$ cat config.mk
export PLATFORM = sky130hd
export DESIGN_NAME = alu_seq
export DESIGN_NICKNAME = d
export VERILOG_FILES = /design/src/rtl/alu_seq.sv
export SDC_FILE = /design/constraint.sdc
export NUM_CORES = 1
export LEC_CHECK = 0
export CORE_UTILIZATION = 40
export CTS_BUF_LIST = sky130_fd_sc_hd__clkbuf_2
export DETAILED_ROUTE_END_ITERATION = 10
export HOLD_SLACK_MARGIN = 0.12
export SLEW_MARGIN = 0
export SYNTH_ARGS = -nofsm -noshare
export SYNTH_HDL_FRONTEND = slang
export SYNTH_SLANG_ARGS = --single-unit
$ cat constraint.sdc
create_clock -name clock -period 3.1 [get_ports clock]
set_clock_uncertainty 0.15 [all_clocks]
set_input_delay 0.62 -clock clock [delete_from_list [all_inputs] [get_ports clock]]
set_output_delay 0.62 -clock clock [all_outputs]
set_load 0.01 [all_outputs]
$ cat src/rtl/alu_seq.sv
// Execute-stage ALU with valid/ready handshakes: single-cycle add/sub/shift/logic
// and a WIDTH-cycle shift-add unsigned multiply producing a 2*WIDTH product.
module alu_seq #(
  parameter int WIDTH = 8
) (
  input  logic               clock,
  input  logic               reset,
  input  logic               in_valid,
  output logic               in_ready,
  input  logic [2:0]         alu_op,
  input  logic [WIDTH-1:0]   top_operand,
  input  logic [WIDTH-1:0]   bottom_operand,
  output logic               out_valid,
  input  logic               out_ready,
  output logic [2:0]         alu_flags,
  output logic [2*WIDTH-1:0] alu_out
);

  localparam int CW = $clog2(WIDTH + 1);

  typedef enum logic [2:0] {
    OP_ADD = 3'd0, OP_SUB = 3'd1, OP_MUL = 3'd2, OP_SHL = 3'd3,
    OP_SHR = 3'd4, OP_AND = 3'd5, OP_OR  = 3'd6, OP_XOR = 3'd7
  } op_e;

  typedef enum logic [1:0] {IDLE, MUL, DONE} state_e;

  state_e               state_q, state_d;
  logic [2*WIDTH-1:0]   acc_q, acc_d;
  logic [2*WIDTH-1:0]   mcand_q, mcand_d;
  logic [WIDTH-1:0]     mplier_q, mplier_d;
  logic [CW-1:0]        cnt_q, cnt_d;
  logic [2*WIDTH-1:0]   out_q, out_d;
  logic [2:0]           flags_q, flags_d;
  logic                 out_valid_q, out_valid_d;

  // Single-cycle datapath, evaluated on the live inputs at accept time.
  logic [WIDTH:0]       sum;
  logic [WIDTH-1:0]     sc_res;
  logic                 sc_c;
  logic [2*WIDTH-1:0]   partial;
  logic                 accept;

  assign in_ready  = (state_q == IDLE) || ((state_q == DONE) && out_ready);
  assign accept    = in_valid && in_ready;
  assign out_valid = out_valid_q;
  assign alu_out   = out_q;
  assign alu_flags = flags_q;

  assign sum     = {1'b0, top_operand} + {1'b0, bottom_operand};
  assign partial = acc_q + (mplier_q[0] ? mcand_q : '0);

  always_comb begin
    sc_res = '0;
    sc_c   = 1'b0;
    case (op_e'(alu_op))
      OP_ADD: begin
        sc_res = sum[WIDTH-1:0];
        sc_c   = sum[WIDTH];
      end
      OP_SUB: begin
        sc_res = top_operand - bottom_operand;
        sc_c   = top_operand < bottom_operand;
      end
      OP_SHL: begin
        sc_res = {top_operand[WIDTH-2:0], 1'b0};
        sc_c   = top_operand[WIDTH-1];
      end
      OP_SHR: begin
        sc_res = {1'b0, top_operand[WIDTH-1:1]};
        sc_c   = top_operand[0];
      end
      OP_AND:  sc_res = top_operand & bottom_operand;
      OP_OR:   sc_res = top_operand | bottom_operand;
      OP_XOR:  sc_res = top_operand ^ bottom_operand;
      default: sc_res = '0;
    endcase
  end

  always_comb begin
    state_d     = state_q;
    acc_d       = acc_q;
    mcand_d     = mcand_q;
    mplier_d    = mplier_q;
    cnt_d       = cnt_q;
    out_d       = out_q;
    flags_d     = flags_q;
    out_valid_d = out_valid_q;

    case (state_q)
      MUL: begin
        acc_d    = partial;
        mcand_d  = mcand_q << 1;
        mplier_d = mplier_q >> 1;
        cnt_d    = cnt_q - CW'(1);
        if (cnt_q == CW'(1)) begin
          out_d       = partial;
          flags_d     = {partial[2*WIDTH-1], |partial[2*WIDTH-1:WIDTH], partial == '0};
          out_valid_d = 1'b1;
          state_d     = DONE;
        end
      end
      DONE: begin
        // Consumed with nothing new waiting: release the output.
        if (out_ready && !in_valid) begin
          out_valid_d = 1'b0;
          state_d     = IDLE;
        end
      end
      default: ;
    endcase

    // IDLE, or DONE being drained, takes a new request exactly like IDLE would.
    if (accept) begin
      if (op_e'(alu_op) == OP_MUL) begin
        acc_d       = '0;
        mcand_d     = {{WIDTH{1'b0}}, top_operand};
        mplier_d    = bottom_operand;
        cnt_d       = CW'(WIDTH);
        out_valid_d = 1'b0;
        state_d     = MUL;
      end else begin
        out_d       = {{WIDTH{1'b0}}, sc_res};
        flags_d     = {sc_res[WIDTH-1], sc_c, sc_res == '0};
        out_valid_d = 1'b1;
        state_d     = DONE;
      end
    end
  end

  always_ff @(posedge clock or posedge reset) begin
    if (reset) begin
      state_q     <= IDLE;
      acc_q       <= '0;
      mcand_q     <= '0;
      mplier_q    <= '0;
      cnt_q       <= '0;
      out_q       <= '0;
      flags_q     <= '0;
      out_valid_q <= 1'b0;
    end else begin
      state_q     <= state_d;
      acc_q       <= acc_d;
      mcand_q     <= mcand_d;
      mplier_q    <= mplier_d;
      cnt_q       <= cnt_d;
      out_q       <= out_d;
      flags_q     <= flags_d;
      out_valid_q <= out_valid_d;
    end
  end

endmodule

==> impl_metrics.json, run 1 <==
{
  "fin_cells": 902,
  "cp.required_ns": 3.40,
  "leakage_nw": 3.12,
  "drtIter0Drc": 236,
  "rr_worst_depth": 11,
  "postRouteAntennaNets": 0,
  "fill_cells": 1146,
  "antenna_found_initial": 0,
  "failed_checks": "setup timing",
  "yosysMostFrequentCell": "nand2_1",
  "grt_pass1_wl_mm": 23.5,
  "nets": 800,
  "die_w_um": 113,
  "place_area_um2": 6300,
  "worstPathArrival_ns": 3.47,
  "synth.avg_cell_area_um2": 8.31,
  "relSlewSlack_pct": 48.8,
  "yosysSeqAreaShare_pct": 32.7,
  "max_freq_mhz": 315,
  "synth_ff_type": "dfrtp_1",
  "maxSlewViolCount": 0,
  "rrSetupSlack_ns": -0.07,
  "min_path_type": "in -> async",
  "fin_area_um2": 6560,
  "multi_input_area_um2": 3160,
  "outcome": "complete, but fails checks",
  "fp.dieH_um": 113,
  "setup_violations": 2,
  "dp_hpwl_mm": 11.0,
  "synth_area_leaders": "dfrtp_1 33%, ha_1 11%, nand2_1 7.7%, a21oi_1 6.0%, mux2i_1 4.8%",
  "port_buffers": 43,
  "syn-cell-area_um2": 4970,
  "synthTopCellsByCount": "102 x nand2_1, 65 x dfrtp_1, 60 x a21oi_1",
  "yosys.area.top_type_share_pct": 32.7,
  "cts_hold_buf": 0,
  "hold_ws_ns": 0.264,
  "drive_above_1_share_pct": 20.7,
  "dp_cells": 880,
  "cts_max_path_buffers": 2,
  "grt.total_usage_pct": 23.2,
  "start_util_pct": 41.2,
  "n_antenna_cell": 0,
  "final.setup.worst_slack_ns": -0.0747,
  "rr_startpoint": "mplier_q[0]",
  "ir_worst_vdd_mv": 0.347,
  "rsz0062_at_grt": "true",
  "routed-wl-met3_um": 545,
  "highest_layer": "met4",
  "cts_tree": "built",
  "max_cap_violations": 0,
  "routed_wl_mm": 14.1,
  "vias": 4712,
  "areaGrowthSynthToFinish_pct": 32.1,
  "path_class": "reg -> reg",
  "core_area_um2": 12100,
  "h-tree-depth": 3,
  "wl_per_cell_um": 15.6,
  "period_share_pct": 102,
  "synth_fp_nets": 669,
  "crit_fanout": 4,
  "ios": 44,
  "synth_edf_count": 0,
  "cts_root_buffer": "clkbuf_2",
  "first_pass_iters": 5,
  "async_flop_share_pct": 100,
  "hold_viol": 0,
  "grt_start_max_net_pins": 53,
  "ys_ff_latch": 65,
  "clkTransAtPathRegs_ns": 0.22,
  "synthCells": 598,
  "grt-ovfl-total": 0,
  "reg2reg_to": "alu_flags[1]",
  "cts_made_buffers": 9,
  "drc": 0,
  "yosys.area.top_type": "dfrtp_1",
  "critPathLaunchType": "flop",
  "pwr_density_cell_nw_per_um2": 640,
  "grt_pass1_vias": 4788,
  "drt-vias-per-instance": 5.22,
  "wl_met1_mm": 6.11,
  "ys_types": 65,
  "critPathCaptureType": "flop",
  "die-area_um2": 12900,
  "finalCriticalPeriod_ns": 3.17,
  "clk_latency_ns": 0.54,
  "cts.sinks": 65,
  "seq_area_um2": 1630,
  "place_congestion": 0.884,
  "worstMarginPinSlew_ns": 0.767,
  "route.met2.wl_mm": 6.96,
  "rows": 40,
  "yosysWarnings": 0
}
-- what timing repair did --
action,CTS,global route
setup buffers,6,1
resized for setup,10,5
endpoints found under the setup margin,6,6
gates cloned,0,0
pin swaps,12,2
-- where the power goes --
part / switching [mW] / internal, mW / leakage [nW] / total, mW
sequential: 0.258 / 1.19 / 0.835 / 1.44
clock: 0.355 / 0.276 / 0.0873 / 0.630
combinational: 1.09 / 1.03 / 2.20 / 2.13
-- critical path, stage by stage (launching register included) --
cell      delay, ns
dfrtp_1        0.46
and2_4         0.16
ha_4           0.16
fa_2           0.34
a21o_1         0.19
a221o_1        0.35
a311oi_4       0.33
nor4b_2        0.08
a311o_1        0.31
nor4_2         0.16
nand4_1        0.20
a21o_1         0.22
-- kinds of logic (layout without fill, tap and decap cells) --
kind of cell    Yosys count  after routing  share of synthesized area, %
flops                    65             65                          32.7
simple gates            209            209                          19.5
compound gates          157            157                          19.8
xor+xnor                 21             21                          3.70
fa+ha+maj                48             48                          12.5
mux                      27             27                          5.97
buf+inv                  71            207                          5.67
-- metrics by stage --
| stage | setup TNS, ns | util [%] | setup WS, ns | total power, mW |
|---|---|---|---|---|
| 2_1_floorplan | -0.0358 | - | -0.0358 | 2.61 |
| 3_3_place_gp | -1.95 | 52.2 | -0.551 | 3.48 |
| 3_5_place_dp | -2.46 | 52.2 | -0.589 | 3.55 |
| 4_1_cts | -0.110 | 54.2 | -0.0951 | 4.23 |
| 5_1_grt | -0.444 | 54.4 | -0.252 | 4.53 |
| 6_report | -0.132 | 54.4 | -0.0747 | 4.20 |
-- flip-flops by register name (all words and copies together) (netlist names) --
signal	flops
acc_q	16
state_q	2
mcand_q	16
alu_flags	3
mplier_q	8
cnt_q	4
alu_out	16
-- how the worst max path moves through the flow --
stage | start | endpoint | slack, ns | cells past startpoint
after global routing | mplier_q[0] | alu_flags[1] | -0.25 | 11
after floorplan | mplier_q[0] | alu_flags[1] | -0.04 | 11
after global placement | top_operand[0] | alu_flags[0] | -0.55 | 14
final | mplier_q[0] | alu_flags[1] | -0.07 | 11
after detailed placement | top_operand[0] | alu_flags[0] | -0.59 | 11
after CTS | mplier_q[0] | alu_flags[1] | -0.1 | 11
-- area by class of cell --
type,instances,area share [%]
multi-input cells,462,48.1
inverters,38,2.17
well taps,168,3.20
clock buffers,9,0.686
clock inverters,7,1.53
flip-flops and latches,65,24.8
repair buffers,153,19.5
-- layer usage --
metal / up-vias / GRT usage, %
met5: - / 0
li1: 2348 / -
met2: 112 / 41.1
met4: 0 / 8.95
met1: 2225 / 27.9
met3: 27 / 4.52
-- cells in the final DEF (no fill, tap or decap), types with 3 or more instances in the layout --
master,n
nand2_1,102
a22oi_1,3
inv_1,37
buf_4,108
dfrtp_1,65
o21a_1,3
nor2_1,32
xnor2_1,11
o21ai_1,4
ha_1,43
nand4_1,4
nand3_1,11
o21bai_1,5
a31oi_1,4
o31a_1,3
xor2_1,8
clkdlybuf4s50_1,43
clkbuf_2,9
mux2i_1,24
nor4b_1,3
o211ai_1,6
a21oi_1,59
or2_2,3
a211oi_1,5
a21o_1,6
nor3_1,13
o221ai_1,4
o21ai_0,34
inv_6,3
and2_1,17
nor2b_1,3
and3_1,4
(Power assumes the default switching activity.)
==> run 2: changes to the inputs <==
--- a/config.mk
+++ b/config.mk
@@ -8,7 +8,8 @@
 export CORE_UTILIZATION = 40
 export CTS_BUF_LIST = sky130_fd_sc_hd__clkbuf_2
 export DETAILED_ROUTE_END_ITERATION = 10
-export HOLD_SLACK_MARGIN = 0.12
+export DONT_BUFFER_PORTS = 1
+export HOLD_SLACK_MARGIN = 0.15
 export SLEW_MARGIN = 0
 export SYNTH_ARGS = -nofsm -noshare
 export SYNTH_HDL_FRONTEND = slang
==> run 2 against run 1 <==
The run still ends with setup timing left. Worst hold slack lost 0.026 ns. Sequential share of layout area grew 3.4 points. Via count fell by 7.6%. Global-route usage shrank 1.5 points. Critical path type unchanged. Critical endpoint unchanged. Highest routed layer unchanged.
==> impl_metrics.json, run 2 (synthesis gave the netlist of run 1 again) <==
{
  "final_cell_mix": "102 x nand2_1, 65 x dfrtp_1, 58 x a21oi_1",
  "leakage_nw": 2.68,
  "max_freq_mhz": 321,
  "routed_wl_mm": 13.3,
  "fin_cells": 812,
  "port_buffers": 0,
  "areaGrowthSynthToFinish_pct": 16.2,
  "postRouteAntennaNets": 0,
  "gr-usage-met3_pct": 4.73,
  "dp_slack_ns": -0.211,
  "critPathCaptureType": "flop",
  "grt-ovfl-total": 0,
  "dp_cells": 771,
  "cpMostUsedCell": "a21o_1",
  "rrSetupSlack_ns": -0.01,
  "clk_latency_ns": 0.53,
  "period_share_pct": 100,
  "h-tree-depth": 3,
  "outcome": "complete, but fails checks",
  "power_switching_mw": 1.62,
  "ir_worst_vdd_mv": 0.260,
  "pwr_density_cell_nw_per_um2": 648,
  "fp.dieH_um": 113,
  "cts_tree": "built",
  "die_w_um": 113,
  "start_util_pct": 41.2,
  "cp_cell_sequence": "and2_1 -> ha_2 -> fa_2 -> a21o_1 -> a221o_1 -> buf_6 -> a21o_4 -> a21oi_4 -> xnor2_2 -> nor4_2 -> nand4_1 -> a21o_1",
  "p_int_mw": 2.12,
  "cts.sinks": 65,
  "hold_ws_ns": 0.237,
  "grt_start_max_net_pins": 60,
  "grt_pass1_wl_mm": 22.1,
  "cts_made_buffers": 9,
  "failed_checks": "setup timing",
  "nets": 709,
  "max_cap_violations": 0,
  "clkTransAtPathRegs_ns": 0.22,
  "min_path_type": "in -> reg",
  "p_clk_share_pct": 14.5,
  "worstMarginPinSlew_ns": 0.820,
  "crit_fanout": 2,
  "seqPwrFrac_pct": 40.7,
  "pwr-share-comb_pct": 44.8,
  "relSlewSlack_pct": 45.2,
  "rows": 40,
  "path_class": "reg -> reg",
  "drc": 0,
  "setup_violations": 1,
  "cts_root_buffer": "clkbuf_2",
  "drtIter0Drc": 238,
  "p_sw_share_pct": 43.2,
  "grt_use_met1_pct": 27.5,
  "grt.busiest_layer": "met2",
  "first_pass_iters": 5,
  "drive_above_1_share_pct": 13.1,
  "core_area_um2": 12100,
  "cpPeakStageDelay_ns": 0.42,
  "met2_usage_pct": 37.5,
  "worstPathArrival_ns": 3.42,
  "die-area_um2": 12900,
  "grt_pass1_vias": 4405,
  "critPathLaunchType": "flop",
  "final_core_util_pct": 47.9,
  "cpMaxStageDelayCell": "dfrtp_1",
  "dp_hpwl_mm": 9.78,
  "ios": 44,
  "drt-vias-per-instance": 5.36,
  "finalCriticalPeriod_ns": 3.11,
  "hold_viol": 0,
  "setup_tns_ns": -0.0129,
  "cp.required_ns": 3.41,
  "antenna_found_initial": 1,
  "wl_per_cell_um": 16.3,
  "cts_max_path_buffers": 2,
  "grt.total_usage_pct": 21.8,
  "maxSlewViolCount": 0,
  "final_common_cell": "nand2_1",
  "vias": 4355,
  "fill_cells": 1184,
  "final.setup.worst_slack_ns": -0.0129,
  "place_congestion": 0.870,
  "rsz0062_at_grt": "true"
}
-- run 2: changes by cell type in the layout (fill, tap and decap cells not counted), sizes merged --
cell / change
buf: -66
diode: +1
dlygate4sd3: +18
clkdlybuf4s50: -43
bufinv: -1
inv: +1
-- run 2: layer usage --
layer	vias up	share of wire, %
met2	105	49
met1	2071	45
met5	-	0
li1	2165	-
met4	0	1.2
met3	14	4.9
-- run 2: cell type report --
type | instances | area [um2] | share of cell area (%)
antenna | 1 | 2.50 | 0.0434
clock inverter | 7 | 73.8 | 1.28
clock buffer | 9 | 45.0 | 0.780
inverter | 38 | 143 | 2.47
sequential | 65 | 1630 | 28.2
multi-input combinational | 462 | 3140 | 54.4
timing repair buffer | 62 | 531 | 9.19
tap | 168 | 210 | 3.64
-- run 2: path summary, 6_finish.rpt --
check / startpoint / to / cells past startpoint
max in group asynchronous: reset / acc_q[5] / 3
worst min-delay path: in_valid / state_q[1] / 3
min in group asynchronous: reset / cnt_q[2] / 2
worst max register to register: mcand_q[0] / alu_flags[1] / 12
worst min register to register: mcand_q[8] / mcand_q[9] / 2
worst max-delay path: mcand_q[0] / alu_flags[1] / 12
-- run 2: power by group through the flow --
stage                     sequential (mW)  combinational, mW  clock (mW)
after floorplan                      1.44               1.17           0
after global placement               1.54               1.56           0
after detailed placement             1.55               1.62           0
after CTS                            1.53               1.64       0.563
after global routing                 1.58               1.87       0.600
final                                1.52               1.68       0.542
-- run 2: worst max-delay path: cells and delay by family, from the launching register on --
family	cells	cell delay, ns
compound gates	5	1.09
flops	1	0.42
simple gates	3	0.62
buf+inv	1	0.14
fa+ha+maj	2	0.53
xor+xnor	1	0.10
-- run 2: repair_timing --
action / in CTS / in global routing
setup endpoints to repair: 3 / 4
pin swaps: 7 / 8
hold buffers: 18 / 0
endpoints found under the hold margin: 53 / 0
gates resized for setup: 1 / 12
buffers inserted: 2 / 4
-- run 2: stage by stage --
step                      total power [mW]  area (um2)
after global placement                3.10        5360
final                                 3.74        5770
after global routing                  4.05        5770
after detailed placement              3.16        5360
after floorplan                       2.61        4980
after CTS                             3.73        5680
==> run 3: changes to the inputs <==
--- a/config.mk
+++ b/config.mk
@@ -10,6 +10,7 @@
 export DETAILED_ROUTE_END_ITERATION = 10
 export DONT_BUFFER_PORTS = 1
 export HOLD_SLACK_MARGIN = 0.15
+export SKIP_LAST_GASP = 1
 export SLEW_MARGIN = 0
 export SYNTH_ARGS = -nofsm -noshare
 export SYNTH_HDL_FRONTEND = slang
==> run 3 against run 2 <==
The run still ends with setup timing left. Die area is the same. First-iteration DRC count shrank 9.7%. Worst hold slack gained 0.0056 ns. Non-clock buffer count shrank 1. Combinational power is essentially flat. Power grew 0.60%. Core utilization grew 0.10 points. Sequential share of layout area shrank 0.061 points. Register-to-register slack is essentially flat. Critical endpoint unchanged.
==> impl_metrics.json, run 3 (synthesis gave the netlist of run 1 again) <==
{
  "outcome": "complete, but fails checks",
  "failed_checks": "setup timing",
  "cpMostUsedCell": "a21o_1",
  "die-area_um2": 12900,
  "nets": 708,
  "grt_pass1_wl_mm": 22.1,
  "drt-vias-per-instance": 5.36,
  "p_clk_share_pct": 14.4,
  "place_area_um2": 5360,
  "clk_latency_ns": 0.53,
  "rows": 40,
  "worstMarginPinSlew_ns": 0.826,
  "pwr-share-comb_pct": 45.0,
  "cts_tree": "built",
  "pwr_density_cell_nw_per_um2": 651,
  "vias": 4346,
  "critPathCaptureType": "flop",
  "hold_viol": 0,
  "drc": 0,
  "wl_per_cell_um": 16.4,
  "drive_above_1_share_pct": 13.4,
  "place_congestion": 0.870,
  "cts_made_buffers": 9,
  "max_cap_violations": 0,
  "cp.required_ns": 3.40,
  "final_common_cell": "nand2_1",
  "fp.dieH_um": 113,
  "rsz0062_at_grt": "true",
  "cts.sinks": 65,
  "grt.total_usage_pct": 21.8,
  "first_pass_iters": 7,
  "final.setup.worst_slack_ns": -0.00526,
  "antenna_found_initial": 1,
  "p_int_mw": 2.13,
  "core_area_um2": 12100,
  "worstPathArrival_ns": 3.41,
  "dp_hpwl_mm": 9.78,
  "die_w_um": 113,
  "path_class": "reg -> reg",
  "maxSlewViolCount": 0,
  "seq_area_um2": 1630,
  "power_switching_mw": 1.63,
  "fin_area_um2": 5780,
  "clkTransAtPathRegs_ns": 0.22,
  "grt_start_max_net_pins": 60,
  "routed_wl_mm": 13.3,
  "final_cell_mix": "102 x nand2_1, 65 x dfrtp_1, 58 x a21oi_1",
  "max_freq_mhz": 322,
  "relSlewSlack_pct": 44.8,
  "grt_pass1_vias": 4404,
  "ir_worst_vdd_mv": 0.264,
  "hold_ws_ns": 0.243,
  "multi_input_area_um2": 3160,
  "p_sw_share_pct": 43.3,
  "cts_root_buffer": "clkbuf_2",
  "min_path_type": "in -> reg",
  "seqPwrFrac_pct": 40.6,
  "crit_fanout": 2,
  "rrSetupSlack_ns": -0.005,
  "postRouteAntennaNets": 0,
  "start_util_pct": 41.2,
  "setup_violations": 1,
  "finalCriticalPeriod_ns": 3.11,
  "cp_cell_sequence": "and2_1 -> ha_2 -> fa_2 -> a21o_1 -> a221o_1 -> buf_6 -> a21o_4 -> a21oi_4 -> xnor2_2 -> nor4_2 -> nand4_1 -> a21o_1",
  "cts_max_path_buffers": 2,
  "final_core_util_pct": 48.0,
  "drtIter0Drc": 215,
  "period_share_pct": 100,
  "cpMaxStageDelayCell": "dfrtp_1",
  "cpPeakStageDelay_ns": 0.43,
  "fill_cells": 1179,
  "ios": 44,
  "grt-ovfl-total": 0,
  "h-tree-depth": 3,
  "leakage_nw": 2.68,
  "critPathLaunchType": "flop",
  "areaGrowthSynthToFinish_pct": 16.4,
  "port_buffers": 0
}
run 3: repair_timing:
item	in CTS	in global routing
setup endpoints to repair	3	4
buffers inserted	2	3
hold endpoints to repair	53	0
resized for setup	1	14
pin swaps	6	10
hold buffers	18	0
run 3: area by class of cell:
cell class	instances	share of cell area, %
multi-input cells	462	54.6
inverters	38	2.47
diodes	1	0.0433
flip-flops and latches	65	28.1
clock inverters	7	1.28
clock buffers	9	0.779
repair buffers	61	9.04
well taps	168	3.63
run 3: final timing paths:
| check | start | endpoint | cells after the start |
|---|---|---|---|
| min in group asynchronous | reset | acc_q[9] | 2 |
| hold / removal | in_valid | state_q[1] | 3 |
| max in group asynchronous | reset | acc_q[5] | 3 |
| setup / recovery | mcand_q[0] | alu_flags[1] | 12 |
| hold reg to reg | mcand_q[8] | mcand_q[9] | 2 |
| setup reg to reg | mcand_q[0] | alu_flags[1] | 12 |
run 3: per-layer routing:
layer	vias up	global-route usage, %	wire, um	share of wire, %
met5	-	0	0	0
met4	0	6.05	143	1.1
met1	2083	27.4	6020	45
li1	2165	-	-	-
met3	12	4.73	554	4.2
met2	86	37.5	6620	50
run 3: stage by stage:
step,setup TNS [ns],std cells,power [mW],setup slack [ns]
finish,-0.00526,811,3.76,-0.00526
global placement,-0.187,771,3.10,-0.127
global route,-0.156,811,4.06,-0.108
floorplan,-0.0358,598,2.61,-0.0358
detailed placement,-0.364,771,3.16,-0.211
CTS,-0.0813,807,3.73,-0.0813
run 3: critical path, delay by kind of cell, from the launching register on:
family	cells	cell delay [ns]
DFF	1	0.43
and+or+nand+nor	3	0.61
adders and majority gates	2	0.53
buffers and inverters	1	0.14
xor gates and xnor gates	1	0.10
AOI/OAI and AO/OA	5	1.08
run 3: power groups by stage:
stage | Sequential (mW) | Combinational [mW] | Clock, mW
after floorplan | 1.44 | 1.17 | 0
after global routing | 1.58 | 1.88 | 0.600
final | 1.53 | 1.69 | 0.541
after CTS | 1.53 | 1.64 | 0.563
after global placement | 1.54 | 1.56 | 0
after detailed placement | 1.55 | 1.62 | 0
